==> config.mk <==
export PLATFORM = sky130hd
export DESIGN_NAME = fram_arbiter
export DESIGN_NICKNAME = d
export VERILOG_FILES = /design/src/rtl/fram_arb_pkg.sv /design/src/rtl/fram_rr_grant.sv /design/src/rtl/fram_arbiter.sv
export SDC_FILE = /design/constraint.sdc
export NUM_CORES = 1
export LEC_CHECK = 0
export ABC_AREA = 1
export CORE_UTILIZATION = 43
export CTS_CLUSTER_SIZE = 16
export DETAILED_ROUTE_END_ITERATION = 12
export GPL_TIMING_DRIVEN = 0
export PLACE_DENSITY = 0.79
export SLEW_MARGIN = 30
export SYNTH_ARGS = -nofsm -noshare
export SYNTH_HDL_FRONTEND = slang
export SYNTH_SLANG_ARGS = --single-unit
==> constraint.sdc <==
create_clock -name clk -period 1.3 [get_ports clk]
set_input_delay 0.26 -clock clk [delete_from_list [all_inputs] [get_ports clk]]
set_output_delay 0.26 -clock clk [all_outputs]
set_load 0.02 [all_outputs]
==> src/rtl/fram_arb_pkg.sv <==
// Shared types and constants for the two-port FRAM arbiter.
// Holds the bus widths, port count, FSM encoding and pending-slot layout.
package fram_arb_pkg;

    localparam int NUM_PORTS = 2;
    localparam int ADDR_W    = 16;
    localparam int DATA_W    = 32;

    localparam logic [1:0] ST_IDLE  = 2'd0;
    localparam logic [1:0] ST_ISSUE = 2'd1;
    localparam logic [1:0] ST_WAIT  = 2'd2;

    typedef struct packed {
        logic              pend;
        logic              wr;
        logic [ADDR_W-1:0] addr;
        logic [DATA_W-1:0] wdata;
    } slot_t;

endpackage

==> src/rtl/fram_rr_grant.sv <==
// Two-way round-robin grant: a lone requester always wins,
// a tie goes to the port that was not granted last.
module fram_rr_grant
    import fram_arb_pkg::*;
(
    input  logic [NUM_PORTS-1:0] pending,
    input  logic                 last,
    output logic [NUM_PORTS-1:0] grant
);

    always_comb begin
        grant = '0;
        case (pending)
            2'b01:   grant = 2'b01;
            2'b10:   grant = 2'b10;
            2'b11:   grant = last ? 2'b01 : 2'b10;
            default: grant = '0;
        endcase
    end

endmodule

==> src/rtl/fram_arbiter.sv <==
// Two-port arbiter in front of a single FRAM controller.
// Each port owns one pending slot; a registered FSM issues one command at a time.
module fram_arbiter
    import fram_arb_pkg::*;
(
    input  logic              clk,
    input  logic              rst_n,
    input  logic              p0_read_en,
    input  logic              p0_write_en,
    input  logic [ADDR_W-1:0] p0_addr,
    input  logic [DATA_W-1:0] p0_wdata,
    output logic              p0_ready,
    output logic [DATA_W-1:0] p0_rdata,
    input  logic              p1_read_en,
    input  logic              p1_write_en,
    input  logic [ADDR_W-1:0] p1_addr,
    input  logic [DATA_W-1:0] p1_wdata,
    output logic              p1_ready,
    output logic [DATA_W-1:0] p1_rdata,
    output logic              mem_read_en,
    output logic              mem_write_en,
    output logic [ADDR_W-1:0] mem_addr,
    output logic [DATA_W-1:0] mem_wdata,
    input  logic              mem_req_ready,
    input  logic [DATA_W-1:0] mem_rdata
);

    slot_t                slot    [NUM_PORTS];
    logic [DATA_W-1:0]    rdata_q [NUM_PORTS];
    logic [ADDR_W-1:0]    addr_in [NUM_PORTS];
    logic [DATA_W-1:0]    wdat_in [NUM_PORTS];
    logic [NUM_PORTS-1:0] rd_en;
    logic [NUM_PORTS-1:0] wr_en;
    logic [NUM_PORTS-1:0] pending;
    logic [NUM_PORTS-1:0] grant;
    logic [1:0]           state;
    logic                 last;
    logic                 gidx;
    logic                 gsel;
    logic                 issue;
    logic                 done;

    assign rd_en      = {p1_read_en, p0_read_en};
    assign wr_en      = {p1_write_en, p0_write_en};
    assign addr_in[0] = p0_addr;
    assign addr_in[1] = p1_addr;
    assign wdat_in[0] = p0_wdata;
    assign wdat_in[1] = p1_wdata;

    always_comb begin
        pending = '0;
        for (int i = 0; i < NUM_PORTS; i++) begin
            pending[i] = slot[i].pend;
        end
    end

    fram_rr_grant u_grant (
        .pending (pending),
        .last    (last),
        .grant   (grant)
    );

    assign gsel  = grant[1];
    assign issue = (state == ST_IDLE) && (|grant) && mem_req_ready;
    assign done  = (state == ST_WAIT) && mem_req_ready;

    // ready is simply "slot empty", so it is registered by construction
    assign p0_ready = ~slot[0].pend;
    assign p1_ready = ~slot[1].pend;
    assign p0_rdata = rdata_q[0];
    assign p1_rdata = rdata_q[1];

    always_ff @(posedge clk or negedge rst_n) begin
        if (!rst_n) begin
            for (int i = 0; i < NUM_PORTS; i++) begin
                slot[i]    <= '0;
                rdata_q[i] <= '0;
            end
        end else begin
            for (int i = 0; i < NUM_PORTS; i++) begin
                if (!slot[i].pend && (rd_en[i] || wr_en[i])) begin
                    slot[i].pend  <= 1'b1;
                    slot[i].wr    <= wr_en[i];
                    slot[i].addr  <= addr_in[i];
                    slot[i].wdata <= wdat_in[i];
                end else if (done && (gidx == 1'(i))) begin
                    slot[i].pend <= 1'b0;
                    if (!slot[i].wr) begin
                        rdata_q[i] <= mem_rdata;
                    end
                end
            end
        end
    end

    always_ff @(posedge clk or negedge rst_n) begin
        if (!rst_n) begin
            state        <= ST_IDLE;
            last         <= 1'b1;
            gidx         <= 1'b0;
            mem_read_en  <= 1'b0;
            mem_write_en <= 1'b0;
            mem_addr     <= '0;
            mem_wdata    <= '0;
        end else begin
            mem_read_en  <= 1'b0;
            mem_write_en <= 1'b0;
            case (state)
                ST_IDLE: begin
                    if (issue) begin
                        gidx         <= gsel;
                        last         <= gsel;
                        mem_write_en <= slot[gsel].wr;
                        mem_read_en  <= ~slot[gsel].wr;
                        mem_addr     <= slot[gsel].addr;
                        mem_wdata    <= slot[gsel].wdata;
                        state        <= ST_ISSUE;
                    end
                end
                // controller has not yet dropped req_ready here
                ST_ISSUE: state <= ST_WAIT;
                ST_WAIT: begin
                    if (mem_req_ready) begin
                        state <= ST_IDLE;
                    end
                end
                default: state <= ST_IDLE;
            endcase
        end
    end

endmodule

==> metrics.md <==
| Metric | Value |
|---|---|
| Outcome | finished, violations left |
| Failing checks | setup timing |
| Slew Limit Headroom | 72.0% |
| Share of synthesized area spent on multiplexers | 0% |
| Final net count | 1,580 |
| Synthesized Nets | 1,174 |
| Adder-Cell Fraction of Synth Area | 0% |
| Worst setup path startpoint | pending[0] |
| Cells along the critical path | buf_6 -> nor2_4 -> buf_6 -> nor2_4 -> nand2_4 -> buf_6 -> nand2_1 -> nand2_1 |
| Weighted congestion reported at the end of routability-driven placement | 0.863 |
| Slew at the pin closest to its max-slew limit | 419 ps |
| Global route overflow | 0 |
| Setup tns final | -8470 ps |
| Post-synth design cell area | 8990 um^2 |
| Floorplan Core Area | 20,400 um^2 |
| PD cells | 2650 nW/um^2 |
| Cell row count | 52 |
| Sum of routed wire length over all layers | 31.7 mm |
| Number of antenna-violating nets in the routed design | 0 |
| Max-capacitance violation count | 0 |
| Crit path DAT | 1880 ps |
| Detailed-route wire length per cell | 18.3 um |
| ANT cells | 0 |
| Filler cell count | 1,352 |
| Skew-Pair Late Insertion Delay | 500 ps |
| Flip-flop and latch count after synthesis | 218 |
| Worst min path class | input port to async pin |
| First drt pass iteration count | 5 |
| Clock tree from TritonCTS | built |
| CP max stage cell | dfrtp_2 |
| Sequential share of the synthesized area | 60.7% |
| Maximum fanout encountered on the critical timing path | 7 |
| Leading cell type in the layout, fill and taps excluded | nand2_1 |
| Final clock skew | 10.8 ps |
| First-pass GRT wire length | 44.1 mm |
| XOR/XNOR share of the synthesized area | 0% |
| Share of the cycle needed by the critical path after routing | 116% |
| Count of port buffers added during placement | 250 |
| Simple-gate share of the synthesized area | 27.5% |
| Width of the die | 147 um |
| Number of buffers created by CTS | 23 |
| Critical Path RT | 1670 ps |
| Commonest cells after routing, fill and taps aside | 445 x nand2_1, 215 x dfrtp_1, 138 x buf_6, 133 x clkdlybuf4s50_1, 107 x buf_4 |
| Crit path buf inv count | 3 |
| Placed cell areas | 11,900 um^2 |
| Vertical die dimension | 147 um |
| Worst setup path category | flop to flop |
| Area growth from synthesis to final layout | 66.3% |
| Max-slew violation count | 0 |
| RR Startpoint | pending[0] |
| Pin count of the biggest net entering global routing | 81 |
| Via total after detailed routing | 8,956 |
| Core Util, Final | 73.4% |
| Sum of net half-perimeters after detailed placement | 18.3 mm |
| Clock transition time at the flip-flop clock pins of the worst setup and hold paths | 60 ps |
| Worst-case clock buffer depth | 3 |
| Vias per inst | 5.17 |
| Category of the worst setup path capture point | flop |
| Crit path top cell by count | buf_6 |
| Fin. Hold Viols | 0 |
| Worst ir drop on vdd | 1.33 mV |
| Overall track demand over capacity in global routing | 25.9% |
| Layout cell share with drive strength beyond 1 | 32.0% |
| Initial antenna violation count | 2 |
| RSZ-0062 raised after global routing | yes |
| Final setup viols | 169 |
| Total Die Area | 21,500 um^2 |
| Synth Warn # | 0 |
| Yosys cell types | 22 |
| Post-route cell area | 14,900 um^2 |
| Compound-Gate Fraction of Synth Area | 5.46% |
| Leakage power | 0.00764 uW |
| Boundary pin count | 251 |
| Family of cells with the greatest summed delay on the critical path | simple AND/OR/NAND/NOR gates |
| Startpoint class of the critical path | flop |
| Average instance area after synthesis | 8.65 um^2 |
| Setup WS post-layout | -210 ps |
| DRC violation total after the first TritonRoute iteration | 494 |
| Largest incremental delay on the critical path | 420 ps |
| Vias in the first global route | 8,496 |
| Cells after Synth | 1,039 |
| Minimum clock period after layout | 1510 ps |
| DR DRC count | 0 |
| Root cell of the clock tree | clkbuf_16 |
| Dominant combinational cell family by area after synthesis | simple AND/OR/NAND/NOR gates |
| Initial core utilization | 44.1% |
| H-tree lvl count | 1 |
| Achievable frequency | 662 MHz |
| Clock Sinks | 218 |
worst paths after layout:
check	end	slack, ps	cells after the start
setup / recovery	p0_rdata[11]	-210	8
hold / removal	p0_rdata[13]	240	2
setup reg to reg	p0_rdata[11]	-210	8
hold reg to reg	slot[96]	470	2
max in group asynchronous	last	130	4
min in group clk	slot[74]	290	3
synthesized netlist by cell type (all sizes together):
master | n | share of area (%)
buf | 46 | 3.5
clkinv | 1 | 0.097
and2 | 1 | 0.070
dfstp | 1 | 0.29
o21ai | 98 | 5.5
nand3b | 1 | 0.084
inv | 53 | 2.2
nor2 | 14 | 1.2
clkbuf | 12 | 0.51
nand3 | 67 | 3.8
nand2 | 528 | 22
dfrtp | 217 | 60
flip-flops by register name, summed over array words and instances (netlist names), 2 cells and up:
register / count
slot: 98
mem_wdata: 32
p0_rdata: 32
p1_rdata: 32
mem_addr: 16
pending: 2
state: 2
cells by family after synthesis:
kind of cell,Yosys count
buffers and inverters,112
AOI/OAI and AO/OA,98
DFF,218
and+or+nand+nor,611
where the power goes:
group	switching [uW]	internal [uW]
clock	2660	4240
sequential	2220	9920
combinational	10400	10200
metrics by stage:
step           cells  hold WS [ps]  power [uW]  setup WS [ps]
2_1_floorplan   1039         -35.6       19100           26.1
3_3_place_gp    1559           453       24800          -9100
3_5_place_dp    1562           155       25200           -559
4_1_cts         1667           229       35200           -159
5_1_grt         1731           266       41500           -250
6_report        1731           239       39600           -210
per-layer routing:
layer | track usage, % | vias up | share of wire, %
met5 | 0 | - | 0.098
met4 | 7.76 | 4 | 3.9
met3 | 4.69 | 100 | 8.0
met2 | 44.9 | 445 | 50
met1 | 33.0 | 4362 | 38
li1 | - | 4045 | -
layout make-up:
class / instances / area [um^2] / share of cell area [%]
Timing Repair inverter: 1 / 16.3 / 0.109
Buffer: 56 / 706 / 4.72
Clock buffer: 34 / 687 / 4.59
Inverter: 54 / 221 / 1.48
Timing Repair Buffer: 381 / 4050 / 27.1
Clock inverter: 7 / 110 / 0.737
Tap cell: 270 / 338 / 2.26
Sequential cell: 218 / 5460 / 36.5
Multi-Input combinational cell: 710 / 3360 / 22.5
repair_timing:
item | in CTS | in global routing
hold buffers | 1 | 0
pin swaps | 10 | 63
endpoints found under the setup margin | 318 | 293
gates resized for setup | 785 | 204
setup buffers | 57 | 49
cloned | 8 | 15
endpoints found under the hold margin | 87 | 0
(Power assumes the default switching activity.)
